<file path="src/rtl/div_pkg.sv">
// Shared widths and FSM state encoding for the 4-bit by 3-bit sequential divider.
package div_pkg;

    localparam int DIVIDEND_W = 4;
    localparam int DIVISOR_W  = 3;
    localparam int CNT_W      = 2;

    localparam logic [CNT_W-1:0] CNT_LOAD = 2'd3;

    typedef enum logic [1:0] {
        IDLE = 2'd0,
        CALC = 2'd1,
        DONE = 2'd2
    } state_t;

endpackage

</file>
<file path="src/rtl/div_step.sv">
// One combinational restoring-division step: shift in a dividend bit, compare, subtract.
module div_step
    import div_pkg::*;
(
    input  logic [DIVIDEND_W-1:0] rem_i,
    input  logic                  bit_i,
    input  logic [DIVISOR_W-1:0]  divisor_i,
    output logic [DIVIDEND_W-1:0] rem_o,
    output logic                  q_o
);

    logic [DIVIDEND_W-1:0] shifted;
    logic [DIVIDEND_W-1:0] dsr_ext;

    assign shifted = {rem_i[DIVIDEND_W-2:0], bit_i};
    assign dsr_ext = {1'b0, divisor_i};

    // A set top bit means the shifted value would exceed 4 bits, so it is always >= divisor.
    assign q_o   = rem_i[DIVIDEND_W-1] | (shifted >= dsr_ext);
    assign rem_o = q_o ? (shifted - dsr_ext) : shifted;

endmodule

</file>
<file path="src/rtl/div_seq4b.sv">
// Sequential unsigned restoring divider, 4-bit dividend / 3-bit divisor, one quotient bit per clock.
// Define DIV_ZERO_DETECT_EN to short-circuit a zero divisor straight to DONE with div_by_zero set.
//
// state | meaning
// IDLE  | waiting for start
// CALC  | iterating, one quotient bit per cycle, MSB first
// DONE  | one-cycle result-valid pulse; a start here begins the next division
module div_seq4b
    import div_pkg::*;
(
    input  logic                  clk,
    input  logic                  rst_n,
    input  logic                  start,
    input  logic [DIVIDEND_W-1:0] dividend,
    input  logic [DIVISOR_W-1:0]  divisor,
    output logic                  busy,
    output logic                  done,
    output logic [DIVIDEND_W-1:0] quotient,
    output logic [DIVISOR_W-1:0]  remainder,
    output logic                  div_by_zero
);

    state_t                state_q, state_d;
    logic [CNT_W-1:0]      cnt_q, cnt_d;
    logic [DIVIDEND_W-1:0] dvd_q, dvd_d;
    logic [DIVISOR_W-1:0]  dsr_q, dsr_d;
    logic [DIVIDEND_W-1:0] rem_q, rem_d;
    logic [DIVIDEND_W-1:0] quo_q, quo_d;
    logic [DIVISOR_W-1:0]  rout_q, rout_d;

    logic [DIVIDEND_W-1:0] step_rem;
    logic                  step_q;

`ifdef DIV_ZERO_DETECT_EN
    logic dbz_q, dbz_d;
`endif

    div_step u_step (
        .rem_i     (rem_q),
        .bit_i     (dvd_q[DIVIDEND_W-1]),
        .divisor_i (dsr_q),
        .rem_o     (step_rem),
        .q_o       (step_q)
    );

    always_comb begin
        state_d = state_q;
        cnt_d   = cnt_q;
        dvd_d   = dvd_q;
        dsr_d   = dsr_q;
        rem_d   = rem_q;
        quo_d   = quo_q;
        rout_d  = rout_q;
`ifdef DIV_ZERO_DETECT_EN
        dbz_d   = dbz_q;
`endif
        case (state_q)
            CALC: begin
                // Quotient bits shift into the vacated low end of the dividend register.
                rem_d = step_rem;
                dvd_d = {dvd_q[DIVIDEND_W-2:0], step_q};
                if (cnt_q == '0) begin
                    state_d = DONE;
                    quo_d   = {dvd_q[DIVIDEND_W-2:0], step_q};
                    rout_d  = step_rem[DIVISOR_W-1:0];
                end else begin
                    cnt_d = cnt_q - 2'd1;
                end
            end
            default: begin
                state_d = IDLE;
                if (start) begin
                    dvd_d   = dividend;
                    dsr_d   = divisor;
                    rem_d   = '0;
                    cnt_d   = CNT_LOAD;
                    state_d = CALC;
`ifdef DIV_ZERO_DETECT_EN
                    dbz_d   = 1'b0;
                    if (divisor == '0) begin
                        state_d = DONE;
                        quo_d   = '1;
                        rout_d  = dividend[DIVISOR_W-1:0];
                        dbz_d   = 1'b1;
                    end
`endif
                end
            end
        endcase
    end

    always_ff @(posedge clk or negedge rst_n) begin
        if (!rst_n) begin
            state_q <= IDLE;
            cnt_q   <= '0;
            dvd_q   <= '0;
            dsr_q   <= '0;
            rem_q   <= '0;
            quo_q   <= '0;
            rout_q  <= '0;
        end else begin
            state_q <= state_d;
            cnt_q   <= cnt_d;
            dvd_q   <= dvd_d;
            dsr_q   <= dsr_d;
            rem_q   <= rem_d;
            quo_q   <= quo_d;
            rout_q  <= rout_d;
        end
    end

`ifdef DIV_ZERO_DETECT_EN
    always_ff @(posedge clk or negedge rst_n) begin
        if (!rst_n) begin
            dbz_q <= 1'b0;
        end else begin
            dbz_q <= dbz_d;
        end
    end
    assign div_by_zero = dbz_q;
`else
    assign div_by_zero = 1'b0;
`endif

    assign busy      = (state_q == CALC);
    assign done      = (state_q == DONE);
    assign quotient  = quo_q;
    assign remainder = rout_q;

endmodule

</file>
<file path="config.mk">
export PLATFORM = sky130hd
export DESIGN_NAME = div_seq4b
export DESIGN_NICKNAME = d
export VERILOG_FILES = /design/src/rtl/div_pkg.sv /design/src/rtl/div_step.sv /design/src/rtl/div_seq4b.sv
export SDC_FILE = /design/constraint.sdc
export NUM_CORES = 1
export LEC_CHECK = 0
export ABC_AREA = 1
export ABC_CLOCK_PERIOD_IN_PS = 2500
export CAP_MARGIN = 20
export CORE_MARGIN = 2
export CORE_UTILIZATION = 55
export DETAILED_ROUTE_END_ITERATION = 7
export PLACE_DENSITY = 0.83
export SLEW_MARGIN = 20
export SYNTH_ARGS = -nofsm -noshare
export SYNTH_HDL_FRONTEND = slang
export SYNTH_HIERARCHICAL = 1
export SYNTH_SLANG_ARGS = --single-unit
</file>
<file path="constraint.sdc">
create_clock -name clk -period 2.5 [get_ports clk]
set_input_delay 0.5 -clock clk [delete_from_list [all_inputs] [get_ports clk]]
set_output_delay 0.5 -clock clk [all_outputs]
set_load 0.1 [all_outputs]
</file>
Word level (Yosys, flattened, before mapping) --
Cells that the tools add are included.
Cells by class: add/subtract/negate cells 2, $lt $le $gt $ge 1, eq/ne operators 4, mux-type cells 11, bitwise gates (word level) 2, reduce and logical (&&, ||, !) cells 5
Operators with widths (number):
- 4-bit two-way mux | 5
- 2-bit two-way mux | 5
- 2-bit AND reduction | 3
- 4-bit by 3-bit >= comparator with 1-bit output | 1
- 4-bit by 3-bit subtractor with 4-bit output | 1
- 2-bit by 1-bit equality test with 1-bit output (second input constant) | 1
- 2-bit equality test (second input constant) | 1
- 2-bit logical NOT | 1
- 2-bit by 1-bit inequality test with 1-bit output (second input constant) | 1
- 2-bit inequality test (second input constant) | 1
- 2-bit nonzero test | 1
- 2-bit by 1-bit subtractor with 2-bit output (second input constant) | 1
- 1-bit two-way mux | 1
- 1-bit NOT | 1
- 1-bit bitwise OR | 1
Storage, ports and cells: bits in registers 22, input port bits 10, output and inout port bits 10, logic and storage cells 32

Depth between registers and ports, before layout --
depth after elaboration 4, depth in mapped cells 12, depth with buffers taken out 12

By module --
The synthesis kept the hierarchy.
Modules (own cells, without submodules):
- div_seq4b | instances 1, cells each 110, area each 970.9 µm², seq. area each 550.5 µm²
- div_step | instances 1, cells each 34, area each 209.0 µm², seq. area each 0.0 µm²

Least setup slack after synthesis --
OpenSTA, ideal clock, no wires.
kind register to output, start point register state_q[0], end point output port done, arrival time 1.771 ns, required time 2.000 ns, setup slack 0.229 ns, cell stages (with the launch flop) 3, buffers on the path 1, cells stage by stage dfrtp_1 -> buf_4 -> nor2_1
On the way: cells in the longest elaborated chain, start to end 1
RTL lines:
- from (decl) | line div_seq4b.sv:23 | state_t state_q, state_d;
- from (signal assigned) | line div_seq4b.sv:102 | state_q <= state_d;
- 2-bit equality test | line div_seq4b.sv:126 | assign done = (state_q == DONE);
- to (decl) | line div_seq4b.sv:17 | output logic done,
No other way between the ends.

Final worst setup path --
start point register state_q[0], end point output port busy
On the way: cells in the longest elaborated chain, start to end 1
RTL lines:
- 2-bit by 1-bit equality test with 1-bit output | line div_seq4b.sv:125 | assign busy = (state_q == CALC);
- to (decl) | line div_seq4b.sv:16 | output logic busy,
No other way between the ends.

==> results.py <==
metrics = {
    "global_routing": {
        "grt_max_degree": 23,
        "antenna_found_initial": 0,
        "track_usage_pct": 20.69,
        "first_global_vias": 924,
        "grt_overflow": 0,
        "grt_pass1_wl_um": 3933,
    },
    "placement": {
        "portBuffers": 18,
        "gp_congestion": 0.9002,
        "dp.final_hpwl_um": 1679,
    },
    "timing": {
        "finClkSkew_ns": 0.003759,
        "post-route-min-period_ns": 1.950,
        "max_freq_mhz": 512.9,
        "finalHoldViolCount": 0,
        "slew_viol_final": 0,
        "rsz0062_at_grt": "no",
        "setup_viol_count_final": 0,
        "setup-tns-final_ns": 0,
        "post-route-period-util_pct": 77.98,
    },
    "synthesis": {
        "yosys.area.top_type": "dfrtp_1",
        "synth.yosys.seq_area_share_pct": 46.66,
        "synth_area_um2": 1180,
        "synth.net_count": 159,
        "synth_top_area_share_pct": 46.66,
        "synth_warnings": 6,
        "synthArstFlopShare_pct": 100.0,
        "synth_cells": 144,
        "yosysMostFrequentCell": "nand2_1",
        "ys.flop_type": "dfrtp_1",
        "ys_ff_latch": 22,
        "synth_common_cells": "nand2_1, nand3_1, dfrtp_1",
        "synth_edf_count": 0,
        "syn_avg_cell_area_um2": 8.194,
        "synth_cell_types": 19,
        "synth_area_leaders": "dfrtp_1, nand2_1, nand3_1, ha_1, inv_1",
    },
    "floorplan": {
        "die_w_um": 50.32,
        "core_um2": 2002,
        "die_area_um2": 2532,
        "ioPinCount": 20,
        "initial_core_util_pct": 58.94,
        "std_cell_rows": 16,
        "die_y_um": 50.32,
    },
    "clocking": {
        "clock_sinks": 22,
        "cts_buffers": 3,
        "cts_tree": "done",
        "post_cts_buffers": 0,
        "root_buffer": "clkbuf_4",
        "insertion_delay_ns": 0.31,
        "cts_buffer_depth": 2,
        "cts_resized": 0,
        "ctsHtreeMaxLevel": 1,
        "cts_hold_buf": 0,
        "clkTransAtPathRegs_ns": 0.12,
    },
    "setup_path": {
        "worstPathRequired_ns": 2.00,
        "cp.arrival_ns": 1.45,
        "crit_path_max_fanout": 9,
        "cp-end-kind": "primary output",
        "worst_path_dominant_cell_family": "flip-flops",
        "critPathLaunchType": "flop",
        "max_stage_delay_ns": 0.56,
        "path_buf_inv": 2,
        "cp_cell_sequence": "inv_1 > nor2_4 > buf_12",
        "crit_type": "reg2out",
        "slowest_stage": "dfrtp_1",
    },
    "status": {
        "status": "completed",
    },
    "detailed_routing": {
        "drt_first_pass_iters": 4,
        "route.detailed.drc": 0,
        "ant_nets": 0,
        "routedWlPerCell_um": 11.57,
        "wirelength_um": 2199,
        "route.vias.total": 986,
        "post_drt_via_cell_ratio": 5.189,
        "initialDrtViolationCount": 22,
    },
    "worst_hold_path": {
        "hp-class": "reg2reg",
    },
    "cells_and_area": {
        "nets": 179,
        "drive_gt1_share_pct": 15.95,
        "diodes": 0,
        "area_growth_pct": 19.19,
    },
    "flow_run": {
        "cap_viol_max_count": 0,
    },
}
==> sequential cells by signal, indices dropped and copies added (netlist names) <==
signal     cells
dvd_q          4
dsr_q          3
remainder      3
quotient       4
rem_q          4
cnt_q          2
state_q        2
==> path summary, 6_finish.rpt <==
kind / from / end / slack [ns] / depth (start not counted)
hold / removal: dsr_q[1]$_DFFE_PN0P_ / dsr_q[1]$_DFFE_PN0P_ / 0.49 / 2
setup / recovery: state_q[0]$_DFFE_PN0P_ / busy / 0.55 / 3
min in group asynchronous: rst_n / dsr_q[2]$_DFFE_PN0P_ / 0.52 / 2
setup reg to reg: dvd_q[3]$_DFFE_PN0P_ / rem_q[2]$_DFFE_PN0P_ / 0.72 / 12
max in group asynchronous: rst_n / dsr_q[1]$_DFFE_PN0P_ / 1.77 / 2
hold reg to reg: dsr_q[1]$_DFFE_PN0P_ / dsr_q[1]$_DFFE_PN0P_ / 0.49 / 2
==> layout by cell type (no fill, tap or decap) <==
cell and instances:
clkdlybuf4s50_1 9, buf_4 9, bufinv_16 1, nand3_1 27, buf_12 1, dfrtp_1 22, nor2_1 1, fa_1 1
a21oi_1 2, xor2_1 1, conb_1 1, clkbuf_4 3, nor2_2 1, nand2_1 56, ha_1 4, nand2_4 2
nor2_4 2, inv_2 2, nand3_4 1, inv_4 1, inv_1 13, nand2_2 3
==> metrics by stage <==
step	hold WS (ns)	instance area (µm²)	cells	util [%]	worst slack, ns
after floorplan	0.2044	1180	144	-	0.2293
after global placement	0.4580	1354	186	67.63	0.7612
after detailed placement	0.4629	1354	186	67.63	0.7484
after CTS	0.4921	1406	190	70.25	0.5375
after global routing	0.5220	1406	190	70.25	0.4436
final	0.4871	1406	190	70.25	0.5504
==> metal layers <==
layer | GRT usage (%) | vias to the layer above | part of all wire [%]
met3 | 2.976 | 4 | 5.5
li1 | - | 489 | -
met2 | 35.75 | 35 | 50
met4 | 9.459 | 0 | 1.5
met1 | 25.44 | 458 | 43
met5 | 0 | - | 0
==> kinds of logic after synthesis <==
family,count (synthesis),share of synthesized area [%]
flops,22,46.66
fa+ha+maj,5,5.939
xor+xnor,1,0.7424
compound gates,2,0.8484
simple gates,93,37.01
buf+inv,20,8.484
other cells,1,0.3178
==> final cells by class <==
cell class / count / area, µm²
multi-input cells: 102 / 529.3
inverters: 16 / 62.56
repair buffers: 19 / 177.7
fillers: 165 / 595.6
clock inverters: 1 / 30.03
flip-flops and latches: 22 / 550.5
well taps: 27 / 33.78
clock buffers: 3 / 22.52
==> worst min-delay path: stages, from the launching register on <==
cell     delay, ns
dfrtp_1       0.37
nand2_1       0.05
nand2_1       0.05
Power is left out: the tool's default activity adds up to more than one toggle a clock period on the data nets, which glitch-free logic cannot reach.
